<file path="src/rtl/uart_rx_fifo_if.sv">
// Purpose : bundles the UART-side capture handshake and the core-side FIFO read port.
// Latency : none; this is wiring only.
// Backpressure : the FIFO holds clear_rx low until it has taken the byte; the core paces reads with pop edges.
// Ports (slave = FIFO side):
//   rx_data, rx_data_ready -> in    byte and level flag from the UART
//   clear_rx               -> out   acknowledge back to the UART
//   pop, clr_ovf           -> in    core read request (edge-detected) and overflow clear
//   rd_data, rd_valid      -> out   head of FIFO and not-empty flag
//   count, overflow        -> out   fill level and sticky drop flag
//   almost_full            -> out   only when UART_RX_FIFO_AFULL_EN is defined
interface uart_rx_fifo_if #(
  parameter int DATA_WIDTH = 8,
  parameter int DEPTH      = 16
);
  localparam int ADDR_W = $clog2(DEPTH);

  logic [DATA_WIDTH-1:0] rx_data;
  logic                  rx_data_ready;
  logic                  clear_rx;
  logic                  pop;
  logic [DATA_WIDTH-1:0] rd_data;
  logic                  rd_valid;
  logic [ADDR_W:0]       count;
  logic                  overflow;
  logic                  clr_ovf;
`ifdef UART_RX_FIFO_AFULL_EN
  logic                  almost_full;
`endif

  modport slave (
    input  rx_data, rx_data_ready, pop, clr_ovf,
`ifdef UART_RX_FIFO_AFULL_EN
    output almost_full,
`endif
    output clear_rx, rd_data, rd_valid, count, overflow
  );

  modport master (
    output rx_data, rx_data_ready, pop, clr_ovf,
`ifdef UART_RX_FIFO_AFULL_EN
    input  almost_full,
`endif
    input  clear_rx, rd_data, rd_valid, count, overflow
  );
endinterface

</file>
<file path="src/rtl/uart_rx_fifo.sv">
// Purpose : captures each UART byte once, acks it via clear_rx, queues it for the core.
// Latency : byte visible on rd_data the cycle after capture; clear_rx rises that same cycle.
// Backpressure : none toward the UART; a byte arriving with the FIFO full is dropped and flags overflow.
// Ports: clk, reset (synchronous, active-high), bus (uart_rx_fifo_if.slave).
// Optional feature macro: UART_RX_FIFO_AFULL_EN adds almost_full = (count >= AFULL_LEVEL),
// registered alongside count.
module uart_rx_fifo #(
  parameter int DATA_WIDTH  = 8,
  parameter int DEPTH       = 16,
  parameter int AFULL_LEVEL = 12
) (
  input  logic            clk,
  input  logic            reset,
  uart_rx_fifo_if.slave   bus
);
  localparam int ADDR_W = $clog2(DEPTH);
  localparam logic [ADDR_W-1:0] PTR_ONE  = ADDR_W'(1);
  localparam logic [ADDR_W:0]   CNT_ONE  = (ADDR_W+1)'(1);
  localparam logic [ADDR_W:0]   FULL_CNT = (ADDR_W+1)'(DEPTH);

  typedef enum logic {IDLE = 1'b0, ACK = 1'b1} state_t;

  state_t                state_q, state_d;
  logic                  capture;
  logic [DATA_WIDTH-1:0] mem [DEPTH];
  logic [ADDR_W-1:0]     wr_ptr, rd_ptr;
  logic [ADDR_W:0]       count_q, count_d;
  logic                  pop_q;
  logic                  pop_evt;
  logic                  do_pop, do_push, drop;
  logic                  empty, full;
  logic                  overflow_q;

  // Capture FSM: one push per UART byte; ACK waits for the UART to drop its flag.
  always_ff @(posedge clk) begin
    if (reset) state_q <= IDLE;
    else       state_q <= state_d;
  end

  always_comb begin
    state_d = state_q;
    capture = 1'b0;
    case (state_q)
      IDLE: if (bus.rx_data_ready) begin
        capture = 1'b1;
        state_d = ACK;
      end
      ACK:  if (!bus.rx_data_ready) state_d = IDLE;
      default: state_d = IDLE;
    endcase
  end

  // clear_rx comes straight off the state register, so it is glitch-free.
  assign bus.clear_rx = (state_q == ACK);

  assign empty   = (count_q == '0);
  assign full    = (count_q == FULL_CNT);
  assign pop_evt = bus.pop & ~pop_q;
  assign do_pop  = pop_evt & ~empty;
  // A pop in the same cycle frees the slot, so a full FIFO can still accept.
  assign do_push = capture & (~full | do_pop);
  assign drop    = capture & full & ~do_pop;

  always_comb begin
    count_d = count_q;
    case ({do_push, do_pop})
      2'b10:   count_d = count_q + CNT_ONE;
      2'b01:   count_d = count_q - CNT_ONE;
      default: count_d = count_q;
    endcase
  end

  always_ff @(posedge clk) begin
    if (reset) begin
      wr_ptr     <= '0;
      rd_ptr     <= '0;
      count_q    <= '0;
      pop_q      <= 1'b0;
      overflow_q <= 1'b0;
    end else begin
      pop_q   <= bus.pop;
      count_q <= count_d;
      if (do_push) wr_ptr <= wr_ptr + PTR_ONE;
      if (do_pop)  rd_ptr <= rd_ptr + PTR_ONE;
      // Set has priority so a drop coinciding with a clear is never lost.
      if (drop)             overflow_q <= 1'b1;
      else if (bus.clr_ovf) overflow_q <= 1'b0;
    end
  end

  // Storage needs no reset: the pointers and count define which entries are live.
  always_ff @(posedge clk) begin
    if (do_push) mem[wr_ptr] <= bus.rx_data;
  end

  assign bus.rd_data  = empty ? '0 : mem[rd_ptr];
  assign bus.rd_valid = ~empty;
  assign bus.count    = count_q;
  assign bus.overflow = overflow_q;

`ifdef UART_RX_FIFO_AFULL_EN
  localparam logic [ADDR_W:0] AFULL_CNT = (ADDR_W+1)'(AFULL_LEVEL);
  logic afull_q;

  always_ff @(posedge clk) begin
    if (reset) afull_q <= 1'b0;
    else       afull_q <= (count_d >= AFULL_CNT);
  end

  assign bus.almost_full = afull_q;
`endif
endmodule
</file>
<file path="src/flat_wrapper.sv">
// flat-port wrapper written by rule: the top's interface ports become plain ports
module uart_rx_fifo_flat 
#(
  parameter int DATA_WIDTH  = 8,
  parameter int DEPTH       = 16,
  parameter int AFULL_LEVEL = 12
)
  (clk, reset, bus_rx_data, bus_rx_data_ready, bus_pop, bus_clr_ovf, bus_clear_rx, bus_rd_data, bus_rd_valid, bus_count, bus_overflow);
  uart_rx_fifo_if #(.DATA_WIDTH(DATA_WIDTH), .DEPTH(DEPTH)) bus_i ();
  input  logic clk;
  input  logic reset;
  input wire logic [$bits(bus_i.rx_data)-1:0] bus_rx_data;
  input wire logic [$bits(bus_i.rx_data_ready)-1:0] bus_rx_data_ready;
  input wire logic [$bits(bus_i.pop)-1:0] bus_pop;
  input wire logic [$bits(bus_i.clr_ovf)-1:0] bus_clr_ovf;
  output wire logic [$bits(bus_i.clear_rx)-1:0] bus_clear_rx;
  output wire logic [$bits(bus_i.rd_data)-1:0] bus_rd_data;
  output wire logic [$bits(bus_i.rd_valid)-1:0] bus_rd_valid;
  output wire logic [$bits(bus_i.count)-1:0] bus_count;
  output wire logic [$bits(bus_i.overflow)-1:0] bus_overflow;
  assign bus_i.rx_data = bus_rx_data;
  assign bus_i.rx_data_ready = bus_rx_data_ready;
  assign bus_i.pop = bus_pop;
  assign bus_i.clr_ovf = bus_clr_ovf;
  assign bus_clear_rx = bus_i.clear_rx;
  assign bus_rd_data = bus_i.rd_data;
  assign bus_rd_valid = bus_i.rd_valid;
  assign bus_count = bus_i.count;
  assign bus_overflow = bus_i.overflow;
  uart_rx_fifo #(.DATA_WIDTH(DATA_WIDTH), .DEPTH(DEPTH), .AFULL_LEVEL(AFULL_LEVEL)) u_core (.clk(clk), .reset(reset), .bus(bus_i));
endmodule
</file>
<file path="config.mk">
export PLATFORM = sky130hd
export DESIGN_NAME = uart_rx_fifo_flat
export DESIGN_NICKNAME = d
export VERILOG_FILES = /design/src/rtl/uart_rx_fifo_if.sv /design/src/rtl/uart_rx_fifo.sv /design/src/flat_wrapper.sv
export SDC_FILE = /design/constraint.sdc
export NUM_CORES = 1
export LEC_CHECK = 0
export CAP_MARGIN = 20
export CORE_MARGIN = 1.5
export CORE_UTILIZATION = 61
export DETAILED_ROUTE_END_ITERATION = 8
export GPL_ROUTABILITY_DRIVEN = 1
export GPL_TIMING_DRIVEN = 0
export PLACE_DENSITY = 0.91
export RECOVER_POWER = 25
export SYNTH_ARGS = -nofsm -noshare
export SYNTH_HDL_FRONTEND = slang
export SYNTH_SLANG_ARGS = --single-unit
export TNS_END_PERCENT = 5
</file>
<file path="constraint.sdc">
create_clock -name clk -period 4.6 [get_ports clk]
set_clock_uncertainty 0.15 [all_clocks]
set_input_delay 0.92 -clock clk [delete_from_list [all_inputs] [get_ports clk]]
set_output_delay 0.92 -clock clk [all_outputs]
set_load 0.005 [all_outputs]
</file>
==> out/metrics.yaml, run 1 <==
outcome: "complete, no violations"
grt_max_degree: 17
area_delta_synth_final_pct: 18.1
fmax_mhz: 240
postRouteAntennaNets: 0
drv_slew: 0
synth_seq_cells: 148
drt-initial-drc-count: 263
place_congestion: 0.779
antenna_found_initial: 0
synthArstFlopShare: 0
first_pass_iters: 5
hold_viol_final: 0
cp.buffers_inverters: 4
io_pins: 29
synth.top_cell.area_share: 0.639
start_util: 0.621
via_per_inst: 6.23
yosys.area.top_type: "edfxtp_1"
max_cap_viol_count: 0
cp_slowest_stage_delay_ps: 580
wl_microns: 12500
post-route-period-util: 0.907
grt_overflow_total: 0
io_buffers: 28
synth_edf_count: 128
path_max_fanout: 10
required_ps: 3530
p_per_area_mw_per_mm2: 535
final_design_area_no_fill_sq_mm: 0.00710
ys_seq_area_frac: 0.706
post_drt_wl_per_cell_microns: 23.2
dp_hpwl_microns: 7790
die_w_microns: 102
setup_viol_count_final: 0
post_cts_resized: 0
cts_tree: "done"
syn_avg_cell_area_sq_um: 17.6
setup.worst_path.class: "reg -> out"
synth_commonest_cells: "edfxtp_1 (128), mux4_2 (32), nor2_1 (27)"
via_count: 3360
synthFlopType: "edfxtp_1"
drive_gt1_frac: 0.202
die_h_microns: 102
cts_buffer_depth: 2
start_kind: "flop"
syn_inst: 342
drc: 0
antennaDiodeCount: 0
insertion_delay_ps: 520
cts_root_buf: "clkbuf_8"
cts_made_buffers: 17
period_needed_ps: 4170
core_sq_mm: 0.00968
path_cells: "buf_2 -> buf_2 -> clkbuf_1 -> a211oi_1 -> a211oi_1 -> clkdlybuf4s50_1"
ir_drop_mv: 0.367
ys_types: 38
crit_family: "buffers and inverters"
hold_class: "reg -> reg"
path_clk_slew_ps: 60
worstMarginPinSlew_ps: 1090
rows: 36
ff2ff_setup_slack_ps: 970
max_slew_margin: 0.268
grt_pass1_wl_microns: 19000
endpoint_kind: "primary output"
grt_pass1_vias: 3361
cts_hold_buf: 0
synth_area_sq_mm: 0.00601
post_cts_buffers: 0
total_leakage_power_nw: 2.30
clock_sinks: 148
dpl-instance-area_sq_mm: 0.00649
yosysMostFrequentCell: "edfxtp_1"
grt_usage: 0.261
totalNegativeSetupSlack_ps: 0
htreeDepth: 4
ys_warn_count: 0
synth.area.top_cells: "edfxtp_1 (64%), mux4_2 (12%), dfxtp_1 (6.7%)"
arrival_ps: 3100
rsz0062_at_grt: "false"
cp_slowest_cell: "clkdlybuf4s50_1"
fp.dieArea_sq_mm: 0.0105
syn_nets: 363
nets: 414
where the power goes:
group          total [W]  internal [W]  switching (W)
Combinational   0.000882      0.000425       0.000457
Sequential       0.00156       0.00152      0.0000401
Clock            0.00135      0.000840       0.000514
state kept, by name (all words and copies together) (netlist names), named ones only:
signal / count
u_core.wr_ptr: 4
u_core.bus.count: 5
u_core.bus.overflow: 1
u_core.mem: 128
u_core.pop_q: 1
u_core.rd_ptr: 4
u_core.bus.clear_rx: 1
stage by stage:
stage	worst slack, ps	cells	utilization	power, W	hold slack, ps
after global routing	347	539	0.733	0.00393	372
after global placement	497	503	0.667	0.00241	313
after detailed placement	388	507	0.670	0.00245	329
after CTS	477	539	0.733	0.00380	350
after floorplan	1260	342	-	0.00211	316
final	430	539	0.733	0.00379	344
worst reg2reg max path, cell delays in order, from the launching register on:
cell	delay, ps
dfxtp_1	310
buf_2	160
nor4_1	600
a31oi_1	390
inv_1	180
ha_1	150
clkbuf_1	280
xor2_1	120
ha_1	200
a21oi_1	290
a32oi_1	170
or4_1	420
o311ai_0	110
metal layers:
| layer | vias up | track usage | wire length (microns) |
|---|---|---|---|
| met1 | 1690 | 0.335 | 4880 |
| met3 | 30 | 0.0609 | 875 |
| met2 | 180 | 0.423 | 6400 |
| li1 | 1460 | - | - |
| met4 | 0 | 0.131 | 365 |
| met5 | - | 0 | 0 |
layout make-up:
type / instances / area (sq um)
Multi-Input combinational cell: 165 / 1640
Timing Repair Buffer: 32 / 310
Inverter: 7 / 26.3
Tap cell: 133 / 166
Clock buffer: 24 / 557
Clock inverter: 8 / 52.6
Fill cell: 567 / 2590
Buffer: 22 / 98.8
Sequential cell: 148 / 4240
placed cells by master (no fill, tap or decap), types with 7 or more instances in the layout:
| cell type | n |
|---|---|
| nor2_1 | 27 |
| a211oi_1 | 17 |
| nand2b_1 | 8 |
| inv_1 | 7 |
| ha_1 | 8 |
| buf_2 | 10 |
| dfxtp_1 | 20 |
| clkdlybuf4s50_1 | 23 |
| mux2i_1 | 11 |
| edfxtp_1 | 128 |
| clkbuf_16 | 21 |
| nor2b_1 | 13 |
| clkbuf_1 | 9 |
| mux4_2 | 32 |
path summary, 6_finish.rpt:
check                                   start                          endpoint  cells after the start
min          u_core.bus.overflow$_SDFFE_PP0P_  u_core.bus.overflow$_SDFFE_PP0P_                      2
max                                      flop                    bus_rd_data[1]                      6
max reg2reg  u_core.bus.count[1]$_SDFFE_PP0P_  u_core.bus.count[4]$_SDFFE_PP0P_                     12
min reg2reg  u_core.bus.overflow$_SDFFE_PP0P_  u_core.bus.overflow$_SDFFE_PP0P_                      2
cell families (layout without fill, tap and decap cells):
family,Yosys count,after routing,synth area share
AND/OR/NAND/NOR,69,69,0.0577
buffers and inverters,29,93,0.0208
adder cells (fa/ha/maj),8,8,0.0166
flip-flops,148,148,0.706
AO/OA/AOI/OAI,34,34,0.0443
XOR/XNOR,10,10,0.0146
multiplexers,44,44,0.140
No activity file was read; power rests on OpenSTA's default activity.
==> inputs of run 2 (changes only) <==
- DONT_BUFFER_PORTS: not set -> 1
- PLACE_DENSITY: 0.91 -> 0.87
- RECOVER_POWER: 25 -> 50
==> run 2 against run 1 <==
  * Sequential share of layout area rose by 2.8 points
  * Count of clock-buffer cells in the layout fell by 3
  * Sequential power barely moved
  * Critical path type is now reg -> reg
==> out/metrics.yaml, run 2 (synthesis results as in run 1) <==
postRouteAntennaNets: 0  # unchanged
grt_pass1_wl_microns: 18700  # -1.6%
io_pins: 29  # unchanged
regMostFlops: "u_core.mem"
antennaDiodeCount: 0  # unchanged
via_count: 3195  # -4.9%
antenna_found_initial: 0  # unchanged
start_util: 0.621  # unchanged
final_cells: 511  # -5.2%
grt_pass1_vias: 3375  # +0.42%
cp.buffers_inverters: 3  # -1
drt-initial-drc-count: 207  # -21%
insertion_delay_ps: 530  # about the same
endpoint_kind: "flop"
cts_tree: "done"
io_buffers: 0  # -100%
largest_reg_flops: 128  # unchanged
cts_hold_buf: 0  # unchanged
p_clk_frac: 0.387  # +0.030
final_common_cell: "edfxtp_1"
post_cts_resized: 0  # unchanged
seq_power_share: 0.425  # +0.014
grt_overflow_total: 0  # unchanged
first_pass_iters: 4  # -1
setup_viol_count_final: 0  # unchanged
path_max_fanout: 8  # -2
wl_microns: 12500  # about the same
path_cells: "clkbuf_1 -> nor4_1 -> a31oi_1 -> inv_1 -> ha_1 -> clkbuf_1 -> xor2_1 -> ha_1 -> a21oi_1 -> a32oi_1 -> or4_1 -> o311ai_0"
drive_gt1_frac: 0.198  # -0.00356
via_per_inst: 6.25  # +0.30%
nets: 386  # -6.8%
p_int_w: 0.00268  # -3.5%
clock_sinks: 148  # unchanged
rows: 36  # unchanged
drv_slew: 0  # unchanged
worstMarginPinSlew_ps: 1240  # +148 ps
core_sq_mm: 0.00968  # unchanged
dp.cells: 479  # -5.5%
post_drt_wl_per_cell_microns: 24.5  # +5.4%
max_slew_margin: 0.164  # -0.103
period_needed_ps: 3700  # -472 ps
holdWs_ps: 326  # -17.5 ps
sw_frac_of_total: 0.268  # +0.00161
die_h_microns: 102  # unchanged
hold_viol_final: 0  # unchanged
place_congestion: 0.773  # -0.81%
dp_hpwl_microns: 7400  # -5.1%
arrival_ps: 3970  # +870 ps
cts_root_buf: "clkbuf_8"
ir_drop_mv: 0.336  # -8.3%
required_ps: 4870  # +1340 ps
fmax_mhz: 270  # +13%
fp.dieArea_sq_mm: 0.0105  # unchanged
cts_buffer_depth: 2  # unchanged
setup.worst_path.class: "reg -> reg"
switchingPower_w: 0.000984  # -2.7%
p_per_area_mw_per_mm2: 541  # +1.2%
cts_made_buffers: 17  # unchanged
total_leakage_power_nw: 2.17  # -5.6%
cp_slowest_stage_delay_ps: 620  # +40 ps
totalNegativeSetupSlack_ps: 0  # unchanged
post-route-period-util: 0.804  # -0.103
rsz0062_at_grt: "false"
path_clk_slew_ps: 70  # about the same
hold_class: "in -> reg"
p_total_w: 0.00367  # -3.3%
fin_util: 0.700  # -0.0327
post_cts_buffers: 0  # unchanged
die_w_microns: 102  # unchanged
cp_slowest_cell: "nor4_1"
start_kind: "flop"
grt_usage: 0.260  # -0.00118
p_comb_frac: 0.188  # -0.044
area_delta_synth_final_pct: 12.8
crit_family: "simple AND/OR/NAND/NOR gates"
max_cap_viol_count: 0  # unchanged
drc: 0  # unchanged
htreeDepth: 4  # unchanged
grt_max_degree: 17  # unchanged
outcome: "complete, no violations"
layout_common_cells: "edfxtp_1 (128), mux4_2 (32), nor2_1 (27), dfxtp_1 (20), a211oi_1 (17)"
==> run 2: path summary, 6_finish.rpt <==
path,start,to,slack (ps),depth (start not counted)
min reg2reg,u_core.bus.overflow$_SDFFE_PP0P_,u_core.bus.overflow$_SDFFE_PP0P_,350,2
max,u_core.bus.count[1]$_SDFFE_PP0P_,u_core.bus.count[4]$_SDFFE_PP0P_,900,12
max reg2reg,u_core.bus.count[1]$_SDFFE_PP0P_,u_core.bus.count[4]$_SDFFE_PP0P_,900,12
min,bus_rx_data[3],u_core.mem[7][3]$_DFFE_PP_,330,0
==> run 2: cell type report <==
class	count	area (sq um)
inverter	7	26.3
timing repair buffer	4	25.0
fill	592	2900
multi-input combinational	165	1620
clock buffer	21	429
buffer	22	97.6
clock inverter	11	175
tap	133	166
sequential	148	4240
==> run 2: worst register-to-register path, delay by kind of cell, from the launching register on <==
kind | cells | cell delay [ps]
and+or+nand+nor | 2 | 1040
AOI/OAI and AO/OA | 4 | 970
buffers and inverters | 3 | 650
adders and majority gates | 2 | 350
DFF | 1 | 320
xor gates and xnor gates | 1 | 120
==> run 2: stage by stage <==
step,instance area [sq um],setup slack (ps)
after floorplan,6010,1260
after global placement,6180,967
after detailed placement,6200,897
after CTS,6810,946
after global routing,6780,535
final,6780,902
==> run 2: power by group through the flow <==
| stage | Combinational [W] | Clock [W] | Sequential (W) |
|---|---|---|---|
| finish | 0.000690 | 0.00142 | 0.00156 |
| global route | 0.000750 | 0.00148 | 0.00157 |
| global placement | 0.000655 | 0 | 0.00158 |
| floorplan | 0.000533 | 0 | 0.00158 |
| CTS | 0.000709 | 0.00142 | 0.00156 |
| detailed placement | 0.000683 | 0 | 0.00159 |
==> run 2: layer usage <==
metal	vias up	wire (microns)	GRT usage
li1	1396	-	-
met1	1622	4540	0.291
met2	138	6600	0.444
met3	39	860	0.0787
met4	0	518	0.146
met5	-	0	0
==> inputs of run 3 (changes only) <==
- CORE_UTILIZATION: 61 -> 57
- PLACE_DENSITY: 0.87 -> 0.85
- clock period: 4.6 -> 3.4 ns (I/O delays scaled with it)
==> run 3 against run 2 <==
  * Count of clock-buffer cells in the layout fell by 4
  * Sequential power grew 36%
  * Total power increased by 33%
  * Routed wire length down 9.1%
  * Worst hold slack lost 240 ps
  * Sequential share of layout area is 0.40 points lower
  * Via count shrank 1.6%
  * Combinational power increased by 42%
  * Setup slack worse by 800 ps
  * Non-clock buffer count unchanged
  * Clock power rose by 25%
  * Critical path depth fell by 8
  * Critical endpoint is now bus_rd_data[7]
==> out/metrics.yaml, run 3 (synthesis results as in run 1) <==
grt_pass1_wl_microns: 18000  # -3.5%
antennaDiodeCount: 0  # unchanged
start_kind: "flop"
post_cts_resized: 3  # +3
seq_power_share: 0.434  # +0.009
r2r_start: "u_core.bus.count[1]$_SDFFE_PP0P_"
wl_microns: 11400  # -9.1%
setup_ws_ps: 103  # -798 ps
endpoint: "bus_rd_data[7]"
htreeDepth: 4  # unchanged
post-route-period-util: 0.970
drt-initial-drc-count: 253  # +22%
dp_hpwl_microns: 7360  # -0.42%
dp.cells: 482  # +0.63%
fp.dieArea_sq_mm: 0.0112  # +6.8%
grt_pass1_vias: 3257  # -3.5%
grt_max_degree: 17  # unchanged
p_clk_frac: 0.365  # -0.022
drv_slew: 0  # unchanged
rsz0062_at_grt: "true"
post_drt_wl_per_cell_microns: 22.1  # -9.6%
multi_input_area_sq_mm: 0.00169  # +4.3%
postRouteAntennaNets: 0  # unchanged
fillers: 660  # +11%
regMostFlops: "u_core.mem"
seq_area_sq_mm: 0.00424  # unchanged
cts_hold_buf: 0  # unchanged
sw_frac_of_total: 0.278  # +0.0101
endpoint_kind: "primary output"
grt_overflow_total: 0  # unchanged
die_w_microns: 106  # +3.3%
rr_worst_depth: 12  # unchanged
preCtsSetupSlack_ps: -176  # -1070 ps
switchingPower_w: 0.00136  # +38%
final_cells: 514  # +0.59%
cts_root_buf: "clkbuf_8"
fmax_mhz: 303
total_leakage_power_nw: 2.17  # +0.13%
hold_class: "in -> reg"
via_count: 3144  # -1.6%
layout_common_cells: "edfxtp_1 (128), mux4_2 (32), nor2_1 (27), dfxtp_1 (20)"
p_per_area_mw_per_mm2: 714  # +32%
drc: 0  # unchanged
insertion_delay_ps: 530  # about the same
io_pins: 29  # unchanged
max_cap_viol_count: 0  # unchanged
cp-startpoint: "u_core.bus.count[1]$_SDFFE_PP0P_"
cts_made_buffers: 17  # unchanged
setup.worst_path.class: "reg -> out"
io_buffers: 0  # unchanged
max_slew_margin: 0.395  # +0.231
start_util: 0.585  # -0.0358
ff2ff_setup_slack_ps: 200  # -700 ps
rows: 37  # +2.8%
antenna_found_initial: 0  # unchanged
ir_drop_mv: 0.426  # +27%
cts_tree: "done"
post_cts_buffers: 0  # unchanged
arrival_ps: 2470  # -1500 ps
core_sq_mm: 0.0103  # +6.1%
p_int_w: 0.00352  # +31%
path_clk_slew_ps: 70  # about the same
largest_reg_flops: 128  # unchanged
outcome: "complete, no violations"
die_h_microns: 106  # +3.3%
nets: 386  # unchanged
via_per_inst: 6.12  # -2.2%
worstMarginPinSlew_ps: 904  # -334 ps
hold_viol_final: 0  # unchanged
first_pass_iters: 4  # unchanged
drive_gt1_frac: 0.225  # +0.0265
p_comb_frac: 0.201  # +0.013
final_common_cell: "edfxtp_1"
setup_viol_count_final: 0  # unchanged
required_ps: 2570  # -2300 ps
period_needed_ps: 3300
path_max_fanout: 9  # +1
r2r-end: "u_core.bus.count[4]$_SDFFE_PP0P_"
grt_usage: 0.229  # -0.0310
place_congestion: 0.781  # +1.0%
clock_sinks: 148  # unchanged
cts_buffer_depth: 2  # unchanged
area_delta_synth_final_pct: 13.5
-- run 3: changes by cell type in the layout (fill, tap and decap cells not counted), moves of 2 or more --
cell	previous run	this run
clkbuf_1	13	8
buf_4	3	5
bufinv_16	4	2
clkinv_1	0	2
inv_6	2	4
-- run 3: power by group through the flow --
stage / registers [W] / clock network (W) / logic (W)
after CTS: 0.00211 / 0.00179 / 0.000956
after global placement: 0.00214 / 0 / 0.000890
after floorplan: 0.00213 / 0 / 0.000721
final: 0.00212 / 0.00178 / 0.000978
after global routing: 0.00213 / 0.00187 / 0.00107
after detailed placement: 0.00215 / 0 / 0.000936
-- run 3: per-stage QoR --
step | utilization | hold slack (ps) | setup TNS (ps) | instance area, sq um | total power [W]
after floorplan | - | 316 | 0 | 6010 | 0.00285
after global placement | 0.602 | 335 | -68.4 | 6180 | 0.00303
after detailed placement | 0.604 | 355 | -240 | 6210 | 0.00308
after CTS | 0.661 | 75.5 | 0 | 6790 | 0.00486
after global routing | 0.664 | 62.9 | -22.4 | 6830 | 0.00506
final | 0.664 | 88.0 | 0 | 6830 | 0.00488
-- run 3: worst min-delay path by stage --
stage | startpoint | to | slack, ps | cells after the start
after floorplan | u_core.bus.overflow$_SDFFE_PP0P_ | u_core.bus.overflow$_SDFFE_PP0P_ | 320 | 2
after global placement | u_core.bus.overflow$_SDFFE_PP0P_ | u_core.bus.overflow$_SDFFE_PP0P_ | 330 | 2
after detailed placement | u_core.bus.overflow$_SDFFE_PP0P_ | u_core.bus.overflow$_SDFFE_PP0P_ | 360 | 2
after CTS | bus_rx_data[2] | u_core.mem[4][2]$_DFFE_PP_ | 80 | 0
after global routing | bus_rx_data[4] | u_core.mem[1][4]$_DFFE_PP_ | 60 | 0
final | bus_rx_data[3] | u_core.mem[5][3]$_DFFE_PP_ | 90 | 0
-- run 3: metal layers --
layer | track usage | wire length (microns) | vias up
li1 | - | - | 1396
met3 | 0.0736 | 742 | 21
met4 | 0.0772 | 213 | 0
met5 | 0 | 0 | -
met2 | 0.385 | 5980 | 121
met1 | 0.282 | 4450 | 1606
-- run 3: final cells by class --
| cell class | instances | share of cell area |
|---|---|---|
| Timing Repair Buffer | 4 | 0.00403 |
| Clock buffer | 17 | 0.0607 |
| Tap cell | 136 | 0.0249 |
| Multi-Input combinational cell | 165 | 0.247 |
| Buffer | 22 | 0.0148 |
| Clock inverter | 15 | 0.0225 |
| Inverter | 7 | 0.00385 |
| Sequential cell | 148 | 0.622 |
-- run 3: critical path: stages, from the launching register on --
cell      delay [ps]
dfxtp_1          320
buf_2            190
or4_4            560
nor2_1           650
a211oi_1         210
